## config.mk

```make
export PLATFORM = sky130hd
export DESIGN_NAME = sync_fifo_lvl_flat
export DESIGN_NICKNAME = d
export VERILOG_FILES = /design/src/rtl/sync_fifo_lvl_if.sv /design/src/rtl/sync_fifo_lvl.sv /design/src/flat_wrapper.sv
export SDC_FILE = /design/constraint.sdc
export NUM_CORES = 1
export LEC_CHECK = 0
export CAP_MARGIN = 0
export CORE_MARGIN = 5
export CORE_UTILIZATION = 30
export CTS_CLUSTER_DIAMETER = 120
export DETAILED_ROUTE_END_ITERATION = 10
export PLACE_DENSITY = 0.52
export SETUP_SLACK_MARGIN = 0.15
export SYNTH_ARGS = -nofsm -noshare
export SYNTH_HDL_FRONTEND = slang
export SYNTH_SLANG_ARGS = --single-unit
```

## constraint.sdc

```tcl
create_clock -name clk -period 5.3 [get_ports clk]
set_input_delay 0.795 -clock clk [delete_from_list [all_inputs] [get_ports clk]]
set_output_delay 0.795 -clock clk [all_outputs]
set_load 0.01 [all_outputs]
```

## src/rtl/sync_fifo_lvl_if.sv

```systemverilog
// Handshake, status and configuration bundle for sync_fifo_lvl.
// The master side drives requests and thresholds; the slave side is the FIFO.
interface sync_fifo_lvl_if #(
    parameter int WIDTH     = 8,
    parameter int PTR_WIDTH = 4
);
    logic                 wr_en;
    logic [WIDTH-1:0]     wdata;
    logic                 rd_en;
    logic [WIDTH-1:0]     rdata;
    logic                 rvalid;
    logic                 full;
    logic                 empty;
    logic                 almost_full;
    logic                 almost_empty;
    logic [PTR_WIDTH:0]   level;
    logic [PTR_WIDTH:0]   af_thresh;
    logic [PTR_WIDTH:0]   ae_thresh;
    logic                 overflow;
    logic                 underflow;
    logic                 clr_err;

    modport master (
        output wr_en, wdata, rd_en, af_thresh, ae_thresh, clr_err,
        input  rdata, rvalid, full, empty, almost_full, almost_empty,
               level, overflow, underflow
    );

    modport slave (
        input  wr_en, wdata, rd_en, af_thresh, ae_thresh, clr_err,
        output rdata, rvalid, full, empty, almost_full, almost_empty,
               level, overflow, underflow
    );
endinterface

```

## src/rtl/sync_fifo_lvl.sv

```systemverilog
// Single-clock FIFO with level count, programmable almost flags and sticky errors.
// Define SYNC_FIFO_FWFT_EN for first-word-fall-through reads; default is registered read.
module sync_fifo_lvl #(
    parameter int WIDTH     = 8,
    parameter int DEPTH     = 16,
    parameter int PTR_WIDTH = $clog2(DEPTH)
) (
    input  logic            clk,
    input  logic            res_n,
    sync_fifo_lvl_if.slave  bus
);
    localparam logic [PTR_WIDTH:0]   LVL_FULL = (PTR_WIDTH+1)'(DEPTH);
    localparam logic [PTR_WIDTH:0]   LVL_ONE  = (PTR_WIDTH+1)'(1);
    localparam logic [PTR_WIDTH-1:0] PTR_ONE  = (PTR_WIDTH)'(1);

    logic [WIDTH-1:0]     mem_q [DEPTH];
    logic [PTR_WIDTH-1:0] wr_ptr_q, wr_ptr_d;
    logic [PTR_WIDTH-1:0] rd_ptr_q, rd_ptr_d;
    logic [PTR_WIDTH:0]   level_q, level_d;
    logic                 overflow_q, overflow_d;
    logic                 underflow_q, underflow_d;
    logic                 full, empty;
    logic                 wr_acc, rd_acc;
    logic [WIDTH-1:0]     head;

    assign empty  = (level_q == '0);
    assign full   = (level_q == LVL_FULL);
    // A write into a full FIFO is accepted when a read frees a slot on the same edge.
    assign rd_acc = bus.rd_en & ~empty;
    assign wr_acc = bus.wr_en & (~full | bus.rd_en);
    assign head   = mem_q[rd_ptr_q];

    always_comb begin
        wr_ptr_d    = wr_ptr_q;
        rd_ptr_d    = rd_ptr_q;
        level_d     = level_q;
        overflow_d  = (bus.wr_en & ~wr_acc) | (overflow_q & ~bus.clr_err);
        underflow_d = (bus.rd_en & ~rd_acc) | (underflow_q & ~bus.clr_err);
        if (wr_acc) wr_ptr_d = wr_ptr_q + PTR_ONE;
        if (rd_acc) rd_ptr_d = rd_ptr_q + PTR_ONE;
        case ({wr_acc, rd_acc})
            2'b10:   level_d = level_q + LVL_ONE;
            2'b01:   level_d = level_q - LVL_ONE;
            default: level_d = level_q;
        endcase
    end

    always_ff @(posedge clk or negedge res_n) begin
        if (!res_n) begin
            wr_ptr_q    <= '0;
            rd_ptr_q    <= '0;
            level_q     <= '0;
            overflow_q  <= 1'b0;
            underflow_q <= 1'b0;
        end else begin
            wr_ptr_q    <= wr_ptr_d;
            rd_ptr_q    <= rd_ptr_d;
            level_q     <= level_d;
            overflow_q  <= overflow_d;
            underflow_q <= underflow_d;
        end
    end

    // Storage is deliberately left out of reset; level/pointers define validity.
    always_ff @(posedge clk) begin
        if (wr_acc) mem_q[wr_ptr_q] <= bus.wdata;
    end

`ifdef SYNC_FIFO_FWFT_EN
    assign bus.rdata  = empty ? '0 : head;
    assign bus.rvalid = ~empty;
`else
    logic [WIDTH-1:0] rdata_q, rdata_d;
    logic             rvalid_q, rvalid_d;

    always_comb begin
        rdata_d  = rdata_q;
        rvalid_d = rd_acc;
        if (rd_acc) rdata_d = head;
    end

    always_ff @(posedge clk or negedge res_n) begin
        if (!res_n) begin
            rdata_q  <= '0;
            rvalid_q <= 1'b0;
        end else begin
            rdata_q  <= rdata_d;
            rvalid_q <= rvalid_d;
        end
    end

    assign bus.rdata  = rdata_q;
    assign bus.rvalid = rvalid_q;
`endif

    assign bus.full         = full;
    assign bus.empty        = empty;
    assign bus.level        = level_q;
    assign bus.almost_full  = (level_q >= bus.af_thresh);
    assign bus.almost_empty = (level_q <= bus.ae_thresh);
    assign bus.overflow     = overflow_q;
    assign bus.underflow    = underflow_q;
endmodule

```

## src/flat_wrapper.sv

```systemverilog
// flat-port wrapper written by rule: the top's interface ports become plain ports
module sync_fifo_lvl_flat 
#(
    parameter int WIDTH     = 8,
    parameter int DEPTH     = 16,
    parameter int PTR_WIDTH = $clog2(DEPTH)
)
  (clk, res_n, bus_wr_en, bus_wdata, bus_rd_en, bus_af_thresh, bus_ae_thresh, bus_clr_err, bus_rdata, bus_rvalid, bus_full, bus_empty, bus_almost_full, bus_almost_empty, bus_level, bus_overflow, bus_underflow);
  sync_fifo_lvl_if #(.WIDTH(WIDTH), .PTR_WIDTH(PTR_WIDTH)) bus_i ();
  input  logic clk;
  input  logic res_n;
  input wire logic [$bits(bus_i.wr_en)-1:0] bus_wr_en;
  input wire logic [$bits(bus_i.wdata)-1:0] bus_wdata;
  input wire logic [$bits(bus_i.rd_en)-1:0] bus_rd_en;
  input wire logic [$bits(bus_i.af_thresh)-1:0] bus_af_thresh;
  input wire logic [$bits(bus_i.ae_thresh)-1:0] bus_ae_thresh;
  input wire logic [$bits(bus_i.clr_err)-1:0] bus_clr_err;
  output wire logic [$bits(bus_i.rdata)-1:0] bus_rdata;
  output wire logic [$bits(bus_i.rvalid)-1:0] bus_rvalid;
  output wire logic [$bits(bus_i.full)-1:0] bus_full;
  output wire logic [$bits(bus_i.empty)-1:0] bus_empty;
  output wire logic [$bits(bus_i.almost_full)-1:0] bus_almost_full;
  output wire logic [$bits(bus_i.almost_empty)-1:0] bus_almost_empty;
  output wire logic [$bits(bus_i.level)-1:0] bus_level;
  output wire logic [$bits(bus_i.overflow)-1:0] bus_overflow;
  output wire logic [$bits(bus_i.underflow)-1:0] bus_underflow;
  assign bus_i.wr_en = bus_wr_en;
  assign bus_i.wdata = bus_wdata;
  assign bus_i.rd_en = bus_rd_en;
  assign bus_i.af_thresh = bus_af_thresh;
  assign bus_i.ae_thresh = bus_ae_thresh;
  assign bus_i.clr_err = bus_clr_err;
  assign bus_rdata = bus_i.rdata;
  assign bus_rvalid = bus_i.rvalid;
  assign bus_full = bus_i.full;
  assign bus_empty = bus_i.empty;
  assign bus_almost_full = bus_i.almost_full;
  assign bus_almost_empty = bus_i.almost_empty;
  assign bus_level = bus_i.level;
  assign bus_overflow = bus_i.overflow;
  assign bus_underflow = bus_i.underflow;
  sync_fifo_lvl #(.WIDTH(WIDTH), .DEPTH(DEPTH), .PTR_WIDTH(PTR_WIDTH)) u_core (.clk(clk), .res_n(res_n), .bus(bus_i));
endmodule
```

==> impl_metrics.toml <==
[run_status]
outcome = "completed"

[critical_path]
cp.required_ns = 4.51
cp-start-kind = "primary input"
crit_path_cell_trace = "clkdlybuf4s50_1 > inv_1 > ha_1 > nor2b_1 > o21a_1 > o21a_1 > o21a_1 > o22ai_1 > clkdlybuf4s50_1"
slowest_delay_ns = 0.57
crit_path_max_fanout = 2
slowest_stage = "clkdlybuf4s50_1"
endpoint_kind = "output pin"
crit_start = "bus_ae_thresh[1]"
crit_top_cell = "o21a_1"
critical_path_class = "in2out"
reg2reg_from = "u_core.bus.level[1]"
arrival_ns = 2.92

[clocking]
clock_sinks = 152
cts_root_buf = "clkbuf_16"
cts_buffer_depth = 2
holdBufCountCts = 0
ctsResizeCount = 0
postCtsSetupBuffers = 0
clock_latency_ns = 0.41
cts_buffers = 17
clk_pin_slew_ns = 0.06
tritoncts = "done"
htreeDepth = 4

[layout]
area_growth_pct = 19.2
fin_area_um2 = 7530
insertedDiodeCount = 0
multi_input_area_um2 = 1730
fin_util_pct = 36.1
fin_nets = 435
regArea_um2 = 4450
n_fill_cell = 1962
drive_gt1_share_pct = 15.2

[global_route]
overflow = 0
grt_pass1_wl_um = 19700
grt_use_total_pct = 11.1
grt_pass1_vias = 3303
antenna_found_initial = 0
grt_max_degree = 36

[floorplanning]
die_w_um = 155
initial_core_util_pct = 30.2
ios = 43
coreArea_um2 = 20900
num_rows = 53
die_h_um = 155
dieArea_um2 = 24100

[power]
static-leakage-power_uw = 0.00261
peakVddDrop_mv = 0.185
power.density_nw_per_um2 = 514

[drt]
dr.pass1.iters = 4
drc = 0
via_per_inst = 4.64
ant_nets = 0
drtIter0Drc = 215
vias = 3144
wl_um = 12700
wl_per_cell_um = 18.8

[logic_synthesis]
synth_cell_types = 35
yosysWarningCount = 0
avgSynthCellArea_um2 = 18.4
postSynthCellCount = 343
synth_area_um2 = 6320
syn_nets = 386
ys_seq_elements = 152
ys_seq_area_share_pct = 70.3

[placement]
port-buffer-count = 42
gp_congestion = 0.780
dp_hpwl_um = 8200
dpl_cell_area_um2 = 7020

[run]
maxCapViolCount = 0

[timing]
rsz0062_at_grt = "false"
slew_violations = 0
max_slew.worst_pin.slew_ns = 0.902
period_share_pct = 70.1
timing.fmax_mhz = 269
finalHoldViolCount = 0
min_period_ns = 3.71
setup_viol = 0
slew_headroom_pct = 39.9
fin_tns_setup_ns = 0
skew_ns = 0.00442

[min_path]
hp-class = "in2async"
==> routing by layer <==
metal / routed length (um) / track usage [%]
met1: 5770 / 14.4
met2: 6240 / 18.1
met3: 544 / 2.78
met4: 176 / 3.91
met5: 0 / 0
==> per-stage QoR <==
step / std cells / total power, uW / setup slack, ns / hold slack, ns
2_1_floorplan: 343 / 2430 / 2.22 / 0.493
3_3_place_gp: 648 / 2840 / 1.66 / 0.484
3_5_place_dp: 648 / 2870 / 1.58 / 0.498
4_1_cts: 677 / 3940 / 1.57 / 0.513
5_1_grt: 677 / 4090 / 1.52 / 0.431
6_report: 677 / 3870 / 1.59 / 0.381
==> worst paths after layout <==
kind	slack [ns]	cells after the start	endpoint
max reg2reg	1.83	12	u_core.bus.level[4]
min in group clk	0.51	1	u_core.bus.overflow
max	1.59	9	bus_almost_empty
min reg2reg	0.51	1	u_core.bus.overflow
min	0.38	1	u_core.bus.level[3]
max in group asynchronous	4.51	1	u_core.rd_ptr_q[2]
==> where the power goes <==
| group | total [uW] | switching (uW) | internal (uW) |
|---|---|---|---|
| clock network | 1060 | 435 | 628 |
| registers | 1670 | 188 | 1490 |
| logic | 1140 | 534 | 602 |
| total | 3870 | 1160 | 2720 |
==> Yosys cell counts, drive strengths merged <==
master / number / share of area, %
xnor2: 7 / 0.97
nand2b: 2 / 0.20
a22o: 1 / 0.14
xor2: 3 / 0.42
o21a: 4 / 0.48
a21oi: 13 / 1.0
nand2: 9 / 0.53
o21ai: 6 / 0.48
and3: 1 / 0.099
nor3: 1 / 0.079
mux4: 32 / 12
and2: 17 / 1.7
fa: 1 / 0.32
mux2: 9 / 1.6
or3b: 1 / 0.14
clkbuf: 8 / 0.48
nor2b: 3 / 0.30
a21o: 1 / 0.12
nand3: 2 / 0.16
ha: 19 / 3.8
nor3b: 2 / 0.24
nor2: 2 / 0.12
nor4: 1 / 0.099
dfrtp: 24 / 9.5
o22ai: 17 / 1.7
edfxtp: 128 / 61
or2: 1 / 0.099
inv: 19 / 1.1
nand4: 2 / 0.20
buf: 6 / 0.79
a32o: 1 / 0.16
==> cells by family (layout without fill, tap and decap cells) <==
kind of cell / count (synthesis) / count (layout) / share of synthesized area, %
simple gates: 44 / 44 / 3.94
fa+ha+maj: 20 / 20 / 4.08
compound gates: 43 / 43 / 4.08
buf+inv: 33 / 92 / 2.40
xor+xnor: 10 / 10 / 1.39
mux: 41 / 41 / 13.8
flops: 152 / 152 / 70.3
==> registers in the layout (all words and copies together), names as in the netlist <==
name,flops
u_core.mem_q,128
u_core.bus.rdata,8
u_core.bus.level,5
u_core.rd_ptr_q,4
u_core.wr_ptr_q,4
u_core.bus.overflow,1
u_core.bus.rvalid,1
u_core.bus.underflow,1
==> critical path: cells and delay by family <==
kind	cells	cell delay, ns
AOI/OAI and AO/OA	4	0.63
buffers and inverters	3	1.08
and+or+nand+nor	1	0.13
adders and majority gates	1	0.28
==> cell type report <==
| class | instances | share of cell area [%] |
|---|---|---|
| clock inverter | 11 | 1.13 |
| multi-input combinational | 158 | 22.9 |
| tap | 275 | 4.57 |
| sequential | 152 | 59.0 |
| clock buffer | 18 | 5.70 |
| inverter | 19 | 0.947 |
| timing repair buffer | 44 | 5.71 |
==> cell usage in the layout, fill, tap and decap left out, types with 2 or more instances in the layout <==
cell type          n
buf_4              2
o22ai_1           17
dfrtp_2            2
clkbuf_16         17
dfrtp_1           22
nand2_1            9
clkinv_1           3
and2_1            17
mux2_2             9
nor2_1             2
clkinvlp_4         2
xor2_1             3
a21oi_1           12
nor3b_1            2
xnor2_1            7
nor2b_1            3
nand2b_1           2
inv_1             19
nand4_1            2
o21ai_0            6
clkdlybuf4s50_1   41
mux4_1            13
nand3_1            2
mux4_2            19
edfxtp_1         128
clkinv_2           4
o21a_1             4
ha_1              19
(Power assumes the default switching activity.)
==> RTL change 1: new RTL, same flow settings <==
`rdata_q` no longer has a reset.
--- a/src/rtl/sync_fifo_lvl.sv
+++ b/src/rtl/sync_fifo_lvl.sv
@@ -81,12 +81,14 @@
 
     always_ff @(posedge clk or negedge res_n) begin
         if (!res_n) begin
-            rdata_q  <= '0;
             rvalid_q <= 1'b0;
         end else begin
-            rdata_q  <= rdata_d;
             rvalid_q <= rvalid_d;
         end
+    end
+
+    always_ff @(posedge clk) begin
+        rdata_q <= rdata_d;
     end
 
     assign bus.rdata  = rdata_q;
Check against the original RTL: not equivalent (Yosys sat finds a counterexample within 4 cycles, from zero or initial values; the reset may be asserted at any time).
==> RTL change 1 against the original RTL <==
Sequential cell count unchanged; cell area increased by 1.7%; power increased by 6.3%; cell count increased by 5.2%; setup slack improved by 50 ps; area after synthesis increased by 0.93%; synthesized cell count increased by 9.3%; sequential share of layout area decreased by 0.50 points; wire length increased by 5.3%; highest routed layer unchanged.
==> RTL change 1: results (changes against the original RTL) <==
status completed; Yosys cell types 39 (+11%); Net Sw Frac 0.3031 (+0.004330); worst vdd ir 0.2540 mV (+37%); leakage 2.700 nW (+3.6%); Tightest Pin Transition 962.3 ps (+60.63 ps); share of cells above drive strength 1 0.1304 (-0.02131); Tot GR Track Use 0.1159 (+0.004882); sequential-to-total area share from yosys stat 0.7032 (about the same); first-pass GRT wire length 20.97 mm (+6.4%); via count 3334 (+6.0%); worst min path class register to register; area post-placement 0.007062 mm² (+0.53%); Clock Skews 10.19 ps (+5.775 ps); Final GP Congestion 0.7715 (-1.0%); R2R setup slack 2210 ps (+380 ps); nets 467 (+7.4%); Mapped Nets 418 (+8.3%); fin crit period 3663 ps (-50.20 ps); Hold Slack 540.0 ps (+159.5 ps); Logic pwr share 0.279 (-0.014); Ys Warns 0 (unchanged); clock share of power 0.297 (+0.022); Post-synth EDFFs 136 (+6.3%); ys async rst share 0.1053 (-0.05263); Root Buffer clkbuf_16; largest net degree at the start of global routing 29 (-19%); Post-synth top cells 136 x edfxtp_1, 24 x mux2i_1, 22 x o21ai_0; number of global-route vias before repair 3580 (+8.4%); Post-DP HPWL 8.869 mm (+8.1%); number of DRC markers in iteration 0 234 (+8.8%); routed len/inst 18.82 µm (+0.11%)
[RTL change 1: cell types whose count changed after synthesis, sizes merged, moves of 16 or more]
cell / unedited run / this run
mux2i: 0 / 24
o21ai: 6 / 22
o22ai: 17 / 1
mux4: 32 / 16
[RTL change 1: worst max-delay path, delay by kind of cell]
family / cells / cell delay, ps
AOI/OAI and AO/OA: 4 / 600
adders and majority gates: 1 / 280
buffers and inverters: 3 / 1050
and+or+nand+nor: 1 / 140
[RTL change 1: through the flow]
step | utilization | cells
final | 0.3657 | 712
after global placement | 0.3370 | 680
after CTS | 0.3657 | 712
after detailed placement | 0.3370 | 680
after floorplan | - | 375
after global routing | 0.3657 | 712
[RTL change 1: final cells by class]
cell class	count	share of cell area
timing repair buffer	45	0.05780
sequential	152	0.5853
inverter	17	0.008327
tap	275	0.04490
clock buffer	24	0.06286
clock inverter	8	0.01567
multi-input combinational	191	0.2251
[RTL change 1: cells by family after synthesis]
family	share of synthesized area
DFF	0.7032
AOI/OAI and AO/OA	0.05690
and+or+nand+nor	0.04709
muxes	0.1124
buffers and inverters	0.02629
adders and majority gates	0.04042
xor gates and xnor gates	0.01373
[RTL change 1: worst max-delay path by stage]
stage | to | cells after the start
2_1_floorplan | u_core.bus.level[4] | 11
3_3_place_gp | bus_almost_empty | 9
3_5_place_dp | bus_almost_empty | 9
4_1_cts | bus_almost_empty | 9
5_1_grt | bus_almost_empty | 9
6_report | bus_almost_empty | 9
[RTL change 1: per-layer routing]
metal  up-vias  global-route usage  wire length, µm  part of all wire
li1       1556                   -                -                 -
met1      1686              0.1581             6357              0.47
met2        82              0.1792             6352              0.47
met3        10             0.03190              563             0.042
met4         0             0.03960              127            0.0095
met5         -                   0                0                 0
==> RTL change 2: new RTL, same flow settings <==
Made on the original files. Build with the macro `SYNC_FIFO_FWFT_EN` defined.
--- a/src/rtl/sync_fifo_lvl.sv
+++ b/src/rtl/sync_fifo_lvl.sv
@@ -1,5 +1,7 @@
 // Single-clock FIFO with level count, programmable almost flags and sticky errors.
 // Define SYNC_FIFO_FWFT_EN for first-word-fall-through reads; default is registered read.
+`define SYNC_FIFO_FWFT_EN
+
 module sync_fifo_lvl #(
     parameter int WIDTH     = 8,
     parameter int DEPTH     = 16,
Formal check against the unedited RTL: not equivalent (a bounded check fails within 4 cycles, from zero or initial values).
==> RTL change 2 against the original RTL <==
Sequential cell count down 9; die area fell by 3.6%; fmax fell by 3.8%; worst hold slack better by 120 ps; wire length shrank 5.3%; count of clock-buffer cells in the layout fell by 1; setup slack got worse by 150 ps; power is 1.3% higher; cell area shrank 2.8%; utilization rose by 0.37 points; area after synthesis decreased by 3.9%; sequential power fell by 8%; non-clock buffer count is 2 higher; critical path type is now register to output pin; critical endpoint is now bus_rdata[1].
==> RTL change 2: results (changes against the original RTL) <==
worst vdd ir 0.2080 mV (+13%); crit-path max FO 20 (+18); R2R setup slack 2120 ps (+290 ps); Arr. time, crit path 3070 ps (+150 ps); XOR/XNOR Fraction of Synth Area 0.01731 (+0.003447); Synth area leaders edfxtp_1 63%, mux4_2 12%, dfrtp_1 6.2%; max reg flops 128 (unchanged); Vias/cell 4.567 (-1.7%); Clock Skews 7.856 ps (+3.437 ps); highest metal used met4; worst min path class register to register; Mapped Nets 369 (-4.4%); met2 WL post-DR 6.062 mm (-2.9%); largest net degree at the start of global routing 36 (unchanged); setup bufs post-CTS 0 (unchanged); number of DRC markers in iteration 0 144 (-33%); nets 419 (-3.7%); WL met3 359 µm (-34%); met2 usage 0.1774 (-0.003805); sequential-to-total area share from yosys stat 0.6948 (-0.008538); Yosys cell types 39 (+11%); leakage 2.524 nW (-3.1%); GR Layer Usage met3 0.02584 (-0.001971); area post-placement 0.006777 mm² (-3.5%); Hold Slack 498.9 ps (+118.4 ps); largest register by flop count u_core.mem_q; Post-Synthesis Cells 327 (-4.7%); # fillers 1854 (-5.5%); P_int 2.670 mW (-1.7%); Tightest Pin Transition 724.0 ps (-177.7 ps); Post-DP HPWL 7.856 mm (-4.3%); grt met1 use 0.1365 (-0.007942); ys async rst share 0.1049 (-0.05300); Worst path slowest cell dfrtp_2; Worst setup SP type register; mux contribution to synthesized area 0.1494 (+0.01157); Post-Synth Adder-Cell Area 0.03915 (-0.001641); post-route non-filler standard cell count 660 (-2.5%); M1 WL 5.355 mm (-7.1%); f_max 259.0 MHz (-3.8%); routed len/inst 18.27 µm (-2.8%); initial antenna violation count 0 (unchanged); dpl cells 628 (-3.1%); first-pass GRT wire length 18.96 mm (-3.8%); CTS max path bufs 2 (unchanged); Tot GR Track Use 0.1079 (-0.003100); compound-gate portion of the synthesized area 0.03132 (-0.009471); Final GP Congestion 0.7225 (-7.3%); CP max stage delay 790 ps (+220 ps); Post-synth top cells 128 x edfxtp_1, 32 x mux4_2, 19 x ha_1; number of global-route vias before repair 3194 (-3.3%); pre-CTS setup slack 1626 ps (+48.25 ps); share of cells above drive strength 1 0.1949 (+0.04313); Post-synth EDFFs 128 (unchanged); ant diodes 0 (unchanged); status completed
-- RTL change 2: cell count changes after synthesis, sizes merged, moves of 4 or more --
| cell | before | now |
|---|---|---|
| a21oi | 13 | 3 |
| buf | 6 | 13 |
| clkbuf | 8 | 2 |
| dfrtp | 24 | 15 |
| inv | 19 | 15 |
| mux2 | 9 | 2 |
| mux2i | 0 | 16 |
| o22ai | 17 | 10 |
-- RTL change 2: final cells by class --
type                    count  area [µm²]  area share
flip-flops and latches    143        4220      0.5761
multi-input cells         154        1712      0.2336
repair buffers             46       450.4     0.06149
clock buffers              17       425.4     0.05807
well taps                 270       337.8     0.04611
clock inverters            15       123.9     0.01691
inverters                  15       56.30    0.007686
-- RTL change 2: power groups by stage --
| stage | Clock, mW | Sequential [mW] | Combinational, mW |
|---|---|---|---|
| floorplan | 0 | 1.48 | 0.901 |
| global placement | 0 | 1.56 | 1.30 |
| detailed placement | 0 | 1.57 | 1.31 |
| CTS | 1.12 | 1.54 | 1.32 |
| global route | 1.16 | 1.56 | 1.40 |
| finish | 1.10 | 1.54 | 1.29 |
-- RTL change 2: final timing paths --
check | start | endpoint | cells after the start
min in group asynchronous | res_n | u_core.rd_ptr_q[3] | 1
min | u_core.rd_ptr_q[3] | u_core.rd_ptr_q[3] | 1
max reg2reg | u_core.bus.level[1] | u_core.bus.level[4] | 12
max | u_core.rd_ptr_q[0] | bus_rdata[1] | 5
max in group asynchronous | res_n | u_core.rd_ptr_q[0] | 1
min reg2reg | u_core.rd_ptr_q[3] | u_core.rd_ptr_q[3] | 1
-- RTL change 2: worst reg2reg max path: cells and delay by family, from the launching register on --
kind | cells | cell delay (ps)
fa+ha+maj | 2 | 610
compound gates | 4 | 880
simple gates | 3 | 680
flops | 1 | 520
xor+xnor | 2 | 300
buf+inv | 1 | 120
